## config.mk

```make
export PLATFORM = sky130hd
export DESIGN_NAME = vehicle_request
export DESIGN_NICKNAME = d
export VERILOG_FILES = /design/src/rtl/traffic_pkg.sv /design/src/rtl/det_debounce.sv /design/src/rtl/vehicle_request.sv
export SDC_FILE = /design/constraint.sdc
export NUM_CORES = 1
export LEC_CHECK = 0
export BUFFER_PORTS_ARGS = -buffer_cell sky130_fd_sc_hd__buf_4
export CAP_MARGIN = 20
export CORE_MARGIN = 10
export CORE_UTILIZATION = 52
export DETAILED_ROUTE_END_ITERATION = 8
export PLACE_DENSITY = 0.71
export SYNTH_ARGS = -nofsm -noshare
export SYNTH_HDL_FRONTEND = slang
export SYNTH_SLANG_ARGS = --single-unit
```

## constraint.sdc

```tcl
create_clock -name clk -period 3.3 [get_ports clk]
set_input_delay 0.495 -clock clk [delete_from_list [all_inputs] [get_ports clk]]
set_output_delay 0.495 -clock clk [all_outputs]
set_load 0.02 [all_outputs]
```

## src/rtl/traffic_pkg.sv

```systemverilog
// Shared encodings for the traffic-light controller and its front-end blocks.
// Contents:
//   ctrl_state_e : controller state reported on the controller's `state` output
//   phase_e      : vehicle_request FSM phase, exported on its `phase` port
package traffic_pkg;

  typedef enum logic [1:0] {
    S_MG = 2'd0,  // main green
    S_MY = 2'd1,  // main yellow
    S_CG = 2'd2,  // country green
    S_CY = 2'd3   // country yellow
  } ctrl_state_e;

  typedef enum logic [1:0] {
    PH_IDLE  = 2'd0,
    PH_WAIT  = 2'd1,
    PH_SERVE = 2'd2
  } phase_e;

endpackage

```

## src/rtl/det_debounce.sv

```systemverilog
// Detector conditioning: 2-FF synchronizer, level debouncer, rising-edge detect.
// Ports:
//   clk     in  : system clock
//   rst     in  : synchronous active-low reset
//   det_raw in  : raw asynchronous, bouncy detector level
//   rise    out : high for one cycle after the debounced level goes 0->1
// A level change is accepted on the DEB_CYC-th consecutive cycle on which the
// synchronized input differs from the debounced level.
module det_debounce #(
  parameter int DEB_CYC = 1_000_000
) (
  input  logic clk,
  input  logic rst,
  input  logic det_raw,
  output logic rise
);

  localparam int CW = (DEB_CYC > 1) ? $clog2(DEB_CYC + 1) : 1;

  logic          sync1_r;
  logic          sync2_r;
  logic          db_r;
  logic          db_d_r;
  logic [CW-1:0] cnt_r;

  // Synchronizer, debounce counter and debounced-level history.
  always_ff @(posedge clk) begin
    if (!rst) begin
      sync1_r <= 1'b0;
      sync2_r <= 1'b0;
      db_r    <= 1'b0;
      db_d_r  <= 1'b0;
      cnt_r   <= '0;
    end else begin
      sync1_r <= det_raw;
      sync2_r <= sync1_r;
      db_d_r  <= db_r;
      if (sync2_r == db_r) begin
        cnt_r <= '0;
      end else if (cnt_r == CW'(DEB_CYC - 1)) begin
        // This sample is the DEB_CYC-th consecutive mismatch: accept it.
        db_r  <= sync2_r;
        cnt_r <= '0;
      end else begin
        cnt_r <= cnt_r + CW'(1);
      end
    end
  end

  assign rise = db_r & ~db_d_r;

endmodule

```

## src/rtl/vehicle_request.sv

```systemverilog
// Country-road vehicle request front end for the traffic-light controller.
// Ports:
//   clk       in        : system clock (shared with the controller)
//   rst       in        : synchronous active-low reset
//   det_raw   in        : raw detector level, active high, asynchronous
//   state     in  [1:0] : controller state (traffic_pkg::ctrl_state_e)
//   S         out       : request to controller, high while queue is nonzero
//   queue     out [QW]  : number of waiting vehicles, saturating at QMAX
//   det_pulse out       : one-cycle pulse per accepted arrival
//   ovf       out       : sticky, set when an arrival is dropped at QMAX
//   phase     out [1:0] : FSM phase (traffic_pkg::phase_e)
module vehicle_request
  import traffic_pkg::*;
#(
  parameter int DEB_CYC  = 1_000_000,
  parameter int TICK_CYC = 50_000_000,
  parameter int QMAX     = 15,
  parameter int QW       = 4
) (
  input  logic          clk,
  input  logic          rst,
  input  logic          det_raw,
  input  logic [1:0]    state,
  output logic          S,
  output logic [QW-1:0] queue,
  output logic          det_pulse,
  output logic          ovf,
  output logic [1:0]    phase
);

  localparam int TW = (TICK_CYC > 1) ? $clog2(TICK_CYC) : 1;

  logic          arrival_s;
  logic          tick_s;
  logic [QW-1:0] queue_r;
  logic [QW-1:0] queue_nxt_s;
  logic          ovf_r;
  logic          ovf_nxt_s;
  logic          pulse_r;
  logic [TW-1:0] tmr_r;
  logic [TW-1:0] tmr_nxt_s;
  phase_e        phase_r;
  phase_e        phase_nxt_s;

  det_debounce #(
    .DEB_CYC (DEB_CYC)
  ) u_det (
    .clk     (clk),
    .rst     (rst),
    .det_raw (det_raw),
    .rise    (arrival_s)
  );

  // Departure timer next value; it only advances while serving.
  always_comb begin
    tick_s    = 1'b0;
    tmr_nxt_s = '0;
    if (phase_r == PH_SERVE) begin
      if (tmr_r == TW'(TICK_CYC - 1)) begin
        tick_s    = 1'b1;
        tmr_nxt_s = '0;
      end else begin
        tmr_nxt_s = tmr_r + TW'(1);
      end
    end else begin
      tmr_nxt_s = '0;
    end
  end

  // Queue arithmetic: arrival adds, tick removes, both together cancel
  // except that an empty queue still takes the arriving vehicle.
  always_comb begin
    queue_nxt_s = queue_r;
    ovf_nxt_s   = ovf_r;
    case ({arrival_s, tick_s})
      2'b10: begin
        if (queue_r == QW'(QMAX)) begin
          ovf_nxt_s = 1'b1;
        end else begin
          queue_nxt_s = queue_r + QW'(1);
        end
      end
      2'b01: begin
        if (queue_r != '0) begin
          queue_nxt_s = queue_r - QW'(1);
        end else begin
          queue_nxt_s = queue_r;
        end
      end
      2'b11: begin
        if (queue_r == '0) begin
          queue_nxt_s = QW'(1);
        end else begin
          queue_nxt_s = queue_r;
        end
      end
      default: begin
        queue_nxt_s = queue_r;
      end
    endcase
  end

  // Phase next-state: country green always means SERVE; otherwise the
  // queue decides between WAIT and IDLE, and WAIT is only left via SERVE.
  always_comb begin
    phase_nxt_s = phase_r;
    case (phase_r)
      PH_IDLE: begin
        if (state == S_CG) begin
          phase_nxt_s = PH_SERVE;
        end else if (queue_r != '0) begin
          phase_nxt_s = PH_WAIT;
        end else begin
          phase_nxt_s = PH_IDLE;
        end
      end
      PH_WAIT: begin
        if (state == S_CG) begin
          phase_nxt_s = PH_SERVE;
        end else begin
          phase_nxt_s = PH_WAIT;
        end
      end
      PH_SERVE: begin
        if (state == S_CG) begin
          phase_nxt_s = PH_SERVE;
        end else if (queue_r != '0) begin
          phase_nxt_s = PH_WAIT;
        end else begin
          phase_nxt_s = PH_IDLE;
        end
      end
      default: begin
        phase_nxt_s = PH_IDLE;
      end
    endcase
  end

  // State registers for queue, overflow flag, pulse, timer and phase.
  always_ff @(posedge clk) begin
    if (!rst) begin
      queue_r <= '0;
      ovf_r   <= 1'b0;
      pulse_r <= 1'b0;
      tmr_r   <= '0;
      phase_r <= PH_IDLE;
    end else begin
      queue_r <= queue_nxt_s;
      ovf_r   <= ovf_nxt_s;
      pulse_r <= arrival_s;
      tmr_r   <= tmr_nxt_s;
      phase_r <= phase_nxt_s;
    end
  end

  assign queue     = queue_r;
  assign S         = (queue_r != '0);
  assign det_pulse = pulse_r;
  assign ovf       = ovf_r;
  assign phase     = phase_r;

endmodule
```

==> out/summary.txt, run 1 <==
Status -> finished, final reports clean
Drt total wl -> 4.59 mm
Boundary Pins -> 14
Non-filler instance count after layout -> 377
Syn avg cell area -> 9.08 um2
DR iter-0 viols -> 61
Dpl ws -> 0.447 ns
Final setup violation count -> 0
Drt wl/cell -> 12.2 um
LEAKAGE -> 1.07 nW
Largest net degree at the start of global routing -> 27
Top-count cell post-synth -> dfxtp_1
Clk_lat worst skew -> 0.33 ns
Final instance area -> 2990 um2
Critical Path, Cell by Cell -> ha_1, nand4_2, or4_4, nor3_1, ha_1, a21o_1, a21oi_1, and3_1, mux2i_1, mux2i_1
Dpl hpwl -> 3.15 mm
Buf/Inv on CP -> 0
CP Class -> flip-flop to flip-flop
Routed vias/inst -> 5.20
Primary FF master, synth -> dfxtp_1
Power per cell area -> 478 nW/um2
Full die area -> 8260 um2
Worst R2R End -> queue[3]
Fin Clk Skew -> 0.00657 ns
Filler cell count in the final layout -> 421
Area Overhead vs Synth -> 14.4%
Worst Hold End -> u_det.sync1_r
Share of layout cells above drive strength 1 -> 0.129
Initial Util -> 0.546
Placed Instances -> 362
Critical path's top delay family -> simple AND/OR/NAND/NOR gates
Crit Path Max Fanout -> 4
# resized after CTS -> 0
Number of buffers created by CTS -> 9
Slowest stage delay, CP -> 0.56 ns
Detailed-route DRC error count -> 0
Clk sinks -> 58
# hold bufs at CTS -> 0
Fin nets -> 316
Flops & latches, synth -> 58
Fmax -> 0.349 GHz
First-pass GRT wire length -> 8.29 mm
Vias -> 1962
Fin util -> 0.625
Setup WS post-layout -> 0.437 ns
Part of the Yosys area used for sequential elements -> 0.444
Cell Area, Synth -> 2610 um2
Max Transition Viols Final -> 0
Die X -> 90.9 um
VDD IR-drop max -> 0.000370 V
Cell variety after synth -> 44
Height of the chip -> 90.9 um
Synthesized net count -> 298
Reg2Reg Setup Slack -> 0.44 ns
H-tree levels -> 3
Initial antenna violation count -> 0
Max-cap violation count -> 0
Hold WC Path Type -> input pin to flip-flop
Hold depth -> 2
I/O Buffers -> 13
Number of global-route vias before repair -> 1900
Gpl congestion -> 0.887
Maximum clock path buffer count -> 2
Placed cell area -> 2770 um2
Synth top area share -> 0.444
Setup TNS -> 0 ns
Max-slew headroom -> 0.421
Worst path slowest cell -> or4_4
GR Util All Layers -> 0.121
WP data arrival -> 3.08 ns
Clock-pin slew on the worst setup and hold paths -> 0.06 ns
Crit start category -> flip-flop
CTS tree -> built
Postcts setup bufs -> 0
Root Buffer -> clkbuf_8
Synth async-reset ratio -> 0
Fin. Hold Viols -> 0
Gr ovfl total -> 0
Number of antenna-violating nets in the routed design -> 0
Worst-Margin Slew -> 0.869 ns
Fin crit period -> 2.86 ns
Crit. End Element -> flip-flop
Commonest cells in the synthesized netlist -> dfxtp_1, nor2_1, xor2_1
EDFF count, synth -> 0
Initial DRT Pass Iterations -> 4
Reg-to-reg startpoint -> tmr_r[0]
Antenna Cells -> 0
R2R cell count -> 10
RSZ-0062 raised after global routing -> no
Site Rows -> 25
Mapped Cells -> 288
Hold path start -> det_raw
Final worst-path cycle share -> 0.868
Yosys top cell by area -> dfxtp_1
Synthesis Warnings -> 0
Top cells by area, synth -> dfxtp_1, nor2_1, xor2_1
Core ar. -> 4790 um2
Worst Path Required -> 3.52 ns
-- stage by stage --
| stage | power, mW | hold slack, ns |
|---|---|---|
| CTS | 1.45 | 0.358 |
| global placement | 0.737 | 0.423 |
| global route | 1.49 | 0.372 |
| detailed placement | 0.737 | 0.425 |
| floorplan | 0.731 | 0.398 |
| finish | 1.43 | 0.381 |
-- worst max-delay path by stage --
stage | depth (start not counted) | start | endpoint | slack (ns)
CTS | 10 | tmr_r[0] | queue[3] | 0.44
floorplan | 10 | tmr_r[0] | queue[3] | 0.64
global route | 10 | tmr_r[0] | queue[3] | 0.18
finish | 10 | tmr_r[0] | queue[3] | 0.44
detailed placement | 10 | tmr_r[0] | queue[3] | 0.45
global placement | 10 | tmr_r[0] | queue[3] | 0.52
-- cell families (layout without fill, tap and decap cells) --
family,Yosys count,count (layout),share of synthesized area
simple gates,153,153,0.309
flops,58,58,0.444
xor+xnor,45,45,0.151
buf+inv,13,35,0.0225
compound gates,11,11,0.0349
fa+ha+maj,5,5,0.0268
mux,3,3,0.0115
-- placed cells by master, fill, tap and decap left out, types with 2 or more instances in the layout --
master / count
a21oi_1: 2
mux2i_1: 3
nor2_1: 56
or3_1: 2
nand4_1: 8
nand2_1: 15
nor3_1: 11
and3_1: 8
xor2_1: 24
ha_1: 4
xnor2_1: 21
a32o_1: 2
buf_4: 14
nand4_2: 2
nor4_1: 4
nor4b_1: 3
nor2b_1: 2
nand2b_1: 3
and2_1: 3
inv_1: 6
dfxtp_1: 58
and4_1: 6
nand3_1: 19
clkbuf_8: 14
-- layout make-up --
cell class | instances | area, um2 | area share
clock buffers | 14 | 193 | 0.0645
clock inverters | 1 | 30.0 | 0.0100
inverters | 6 | 22.5 | 0.00753
multi-input cells | 217 | 1390 | 0.466
flip-flops and latches | 58 | 1160 | 0.388
well taps | 67 | 83.8 | 0.0280
repair buffers | 14 | 105 | 0.0352
-- layer usage --
layer  track usage  vias to the layer above  part of all wire
met5             0                        -                 0
met4        0.0601                        0             0.016
met3        0.0557                        7             0.049
met2         0.179                       27              0.45
met1         0.145                      904              0.49
li1              -                     1024                 -
-- where the power goes --
group | leakage, nW | switching (mW) | internal [mW] | total (mW)
Sequential | 0.468 | 0.00138 | 0.703 | 0.704
Combinational | 0.490 | 0.0102 | 0.00698 | 0.0172
Clock | 0.115 | 0.260 | 0.448 | 0.708
-- flip-flops by register name (all words and copies together) (netlist names) --
register / cells
det_pulse: 1
ovf: 1
phase: 2
queue: 4
tmr_r: 26
u_det.cnt_r: 20
u_det.db_d_r: 1
u_det.db_r: 1
u_det.sync1_r: 1
u_det.sync2_r: 1
Power figures use the tool's default switching activity.
==> run 2: changes to the inputs <==
--- a/config.mk
+++ b/config.mk
@@ -10,7 +10,7 @@
 export CORE_MARGIN = 10
 export CORE_UTILIZATION = 52
 export DETAILED_ROUTE_END_ITERATION = 8
-export PLACE_DENSITY = 0.71
+export PLACE_DENSITY = 0.7
 export SYNTH_ARGS = -nofsm -noshare
 export SYNTH_HDL_FRONTEND = slang
 export SYNTH_SLANG_ARGS = --single-unit
==> out/summary.txt, run 2 (synthesis gave the netlist of run 1 again) <==
Status -> finished, final reports clean
Crit. End Element -> flip-flop
Maximum clock path buffer count -> 2
CTS tree -> built
Boundary Pins -> 14
Critical path launch point -> tmr_r[0]
# resized after CTS -> 0
Final instance area -> 2940 um2
Busiest layer in global routing -> met2
Postcts setup bufs -> 0
Filler cell count in the final layout -> 421
Number of global-route vias before repair -> 1875
Gr ovfl total -> 0
VDD IR-drop max -> 0.000306 V
Design Power -> 1.29 mW
Fmax -> 0.351 GHz
Initial Util -> 0.546
Worst R2R End -> queue[3]
Site Rows -> 25
Die X -> 90.9 um
Number of buffers created by CTS -> 9
Full die area -> 8260 um2
Largest register FFs -> 26
RSZ-0062 raised after global routing -> no
Buf/Inv on CP -> 0
Crit start category -> flip-flop
Most common cell after layout, fill and taps aside -> dfxtp_1
Crit Path Max Fanout -> 4
# hold bufs at CTS -> 0
Placed cell area -> 2770 um2
Initial antenna violation count -> 0
Worst Setup EP -> queue[3]
M2 GR Usage -> 0.178
Root Buffer -> clkbuf_8
First-pass GRT wire length -> 8.09 mm
GR Util All Layers -> 0.119
Critical Path, Cell by Cell -> ha_1, nand4_2, or4_4, nor3_1, ha_1, a21o_1, a21oi_1, and3_1, mux2i_1, mux2i_1
Dpl hpwl -> 3.16 mm
Worst path slowest cell -> or4_4
Worst Path Required -> 3.52 ns
I/O Buffers -> 13
Share of layout cells above drive strength 1 -> 0.126
LEAKAGE -> 1.05 nW
Max-slew headroom -> 0.419
Critical path's top delay family -> simple AND/OR/NAND/NOR gates
CP Class -> flip-flop to flip-flop
Antenna Cells -> 0
Number of antenna-violating nets in the routed design -> 0
Met1 global-route usage -> 0.140
Hold WC Path Type -> input pin to flip-flop
Fin nets -> 316
Routed vias/inst -> 5.15
Clk_lat worst skew -> 0.33 ns
Reg2Reg Setup Slack -> 0.45 ns
Height of the chip -> 90.9 um
Slowest stage delay, CP -> 0.56 ns
Clk sinks -> 58
Commonest non-fill, non-tap cells in the layout -> dfxtp_1, nor2_1, xor2_1
Max Transition Viols Final -> 0
Hold depth -> 2
Area Overhead vs Synth -> 12.4%
Fin crit period -> 2.85 ns
Final setup violation count -> 0
Max-cap violation count -> 0
Worst-Margin Slew -> 0.871 ns
GR Layer Usage met3 -> 0.0515
Core ar. -> 4790 um2
Placed Instances -> 362
Hold slack -> 0.370 ns
Vias -> 1941
DR iter-0 viols -> 103
WP data arrival -> 3.07 ns
Initial DRT Pass Iterations -> 4
Power per cell area -> 439 nW/um2
Fin. Hold Viols -> 0
Largest net degree at the start of global routing -> 27
Gpl congestion -> 0.858
Setup TNS -> 0 ns
Drt total wl -> 4.53 mm
Final worst-path cycle share -> 0.863
H-tree levels -> 3
Reg with most FFs -> tmr_r
Non-filler instance count after layout -> 377
R2R cell count -> 10
Detailed-route DRC error count -> 0
Critical path depth -> 10
Clock-pin slew on the worst setup and hold paths -> 0.06 ns
Reg-to-reg startpoint -> tmr_r[0]
Fin Clk Skew -> 0.00476 ns
Drt wl/cell -> 12.0 um
-- run 2: cell count changes in the layout (fill, tap and decap cells not counted), sizes merged --
cell    previous run  this run
bufinv             1         0
clkbuf            14        12
clkinv             0         3
-- run 2: through the flow --
| stage | utilization | setup slack (ns) |
|---|---|---|
| finish | 0.614 | 0.452 |
| global route | 0.614 | 0.240 |
| CTS | 0.614 | 0.449 |
| detailed placement | 0.578 | 0.448 |
| global placement | 0.578 | 0.517 |
| floorplan | - | 0.640 |
-- run 2: area by class of cell --
type                            instances  area [um2]  area share
Clock buffer                           12         155      0.0528
Tap cell                               67        83.8      0.0285
Clock inverter                          3        15.0     0.00511
Multi-Input combinational cell        217        1390       0.475
Timing Repair Buffer                   14         105      0.0358
Inverter                                6        22.5     0.00767
Sequential cell                        58        1160       0.395
-- run 2: how the worst min path moves through the flow --
stage | startpoint | end | slack (ns)
floorplan | u_det.db_d_r | det_pulse | 0.40
global placement | u_det.db_d_r | det_pulse | 0.42
detailed placement | u_det.sync1_r | u_det.sync2_r | 0.42
CTS | det_raw | u_det.sync1_r | 0.35
global route | det_raw | u_det.sync1_r | 0.35
finish | det_raw | u_det.sync1_r | 0.37
-- run 2: per-layer routing --
metal	share of wire	vias up	wire length [um]
met1	0.51	891	2330
met2	0.43	19	1960
met5	0	-	0
li1	-	1024	-
met4	0.016	0	74
met3	0.036	7	163
-- run 2: where the power goes --
part / total, mW / internal (mW) / switching [mW]
clock network: 0.568 / 0.305 / 0.262
registers: 0.704 / 0.703 / 0.00145
logic: 0.0171 / 0.00699 / 0.0102
total: 1.29 / 1.01 / 0.274
==> run 3: changes to the inputs <==
--- a/config.mk
+++ b/config.mk
@@ -10,6 +10,7 @@
 export CORE_MARGIN = 10
 export CORE_UTILIZATION = 52
 export DETAILED_ROUTE_END_ITERATION = 8
+export MAX_ROUTING_LAYER = met4
 export PLACE_DENSITY = 0.7
 export SYNTH_ARGS = -nofsm -noshare
 export SYNTH_HDL_FRONTEND = slang
==> out/summary.txt, run 3 (synthesis gave the netlist of run 1 again) <==
# resized after CTS -> 0
Clk_lat worst skew -> 0.33 ns
DR iter-0 viols -> 102
Worst Path Required -> 3.52 ns
Boundary Pins -> 14
VDD IR-drop max -> 0.000306 V
Non-filler instance count after layout -> 377
Antenna Cells -> 0
I/O Buffers -> 13
Core ar. -> 4790 um2
Die X -> 90.9 um
Final instance area -> 2940 um2
Largest register FFs -> 26
Fmax -> 0.351 GHz
Gr ovfl total -> 0
Fin. Hold Viols -> 0
Initial Util -> 0.546
Number of buffers created by CTS -> 9
Fin Clk Skew -> 0.00459 ns
Crit Path Max Fanout -> 4
WP data arrival -> 3.07 ns
Power per cell area -> 439 nW/um2
Detailed-route DRC error count -> 0
Most common cell after layout, fill and taps aside -> dfxtp_1
Placed Instances -> 362
Initial DRT Pass Iterations -> 4
Full die area -> 8260 um2
H-tree levels -> 3
Commonest non-fill, non-tap cells in the layout -> dfxtp_1, nor2_1, xor2_1
First-pass GRT wire length -> 8.07 mm
Site Rows -> 25
Number of global-route vias before repair -> 1891
Drt wl/cell -> 12.0 um
Drt total wl -> 4.53 mm
Final worst-path cycle share -> 0.863
Root Buffer -> clkbuf_8
Status -> finished, final reports clean
Crit. End Element -> flip-flop
Final setup violation count -> 0
Max-slew headroom -> 0.419
Share of layout cells above drive strength 1 -> 0.126
Design Power -> 1.29 mW
Worst-Margin Slew -> 0.871 ns
Postcts setup bufs -> 0
Maximum clock path buffer count -> 2
Vias -> 1941
Dpl hpwl -> 3.16 mm
Filler cell count in the final layout -> 421
Clk sinks -> 58
Gpl congestion -> 0.872
Largest net degree at the start of global routing -> 27
GR Util All Layers -> 0.121
Max Transition Viols Final -> 0
Multi-input logic area -> 1390 um2
Initial antenna violation count -> 0
Hold slack -> 0.367 ns
Hold WC Path Type -> input pin to flip-flop
Max-cap violation count -> 0
Area Overhead vs Synth -> 12.4%
Height of the chip -> 90.9 um
Setup TNS -> 0 ns
Crit start category -> flip-flop
RSZ-0062 raised after global routing -> no
CP Class -> flip-flop to flip-flop
# hold bufs at CTS -> 0
Number of antenna-violating nets in the routed design -> 0
Sequential standard cell area -> 1160 um2
Routed vias/inst -> 5.15
Placed cell area -> 2770 um2
Fin crit period -> 2.85 ns
Clock-pin slew on the worst setup and hold paths -> 0.06 ns
Fin nets -> 316
CTS tree -> built
Reg with most FFs -> tmr_r
LEAKAGE -> 1.05 nW
-- run 3: path summary, 6_finish.rpt --
path                 startpoint       endpoint  slack (ns)  cells past startpoint
setup / recovery       tmr_r[0]       queue[3]        0.45                     10
hold / removal          det_raw  u_det.sync1_r        0.37                      2
hold reg to reg   u_det.sync1_r  u_det.sync2_r        0.43                      1
setup reg to reg       tmr_r[0]       queue[3]        0.45                     10
-- run 3: worst max-delay path, cell delays in order (launching register included) --
cell and delay, ns:
dfxtp_1 0.37, ha_1 0.25, nand4_2 0.16, or4_4 0.56
nor3_1 0.38, ha_1 0.32, a21o_1 0.17, a21oi_1 0.16
and3_1 0.17, mux2i_1 0.08, mux2i_1 0.12
-- run 3: routing by layer --
metal / track usage / up-vias / wire [um]
met4: 0.0627 / 0 / 71
met3: 0.0424 / 6 / 139
li1: - / 1024 / -
met5: - / - / 0
met2: 0.178 / 19 / 1960
met1: 0.142 / 892 / 2370
-- run 3: through the flow --
step | util | setup slack (ns)
finish | 0.614 | 0.451
global route | 0.614 | 0.240
global placement | 0.578 | 0.517
floorplan | - | 0.640
detailed placement | 0.578 | 0.448
CTS | 0.614 | 0.449
-- run 3: cell type report --
| type | instances | share of cell area |
|---|---|---|
| Multi-Input combinational cell | 217 | 0.475 |
| Inverter | 6 | 0.00767 |
| Clock inverter | 3 | 0.00511 |
| Sequential cell | 58 | 0.395 |
| Clock buffer | 12 | 0.0528 |
| Tap cell | 67 | 0.0285 |
| Timing Repair Buffer | 14 | 0.0358 |
-- run 3: report_power, final --
group / leakage, nW / switching [mW] / internal, mW
combinational: 0.490 / 0.0102 / 0.00699
clock: 0.0920 / 0.263 / 0.305
sequential: 0.468 / 0.00145 / 0.703
total: 1.05 / 0.274 / 1.01
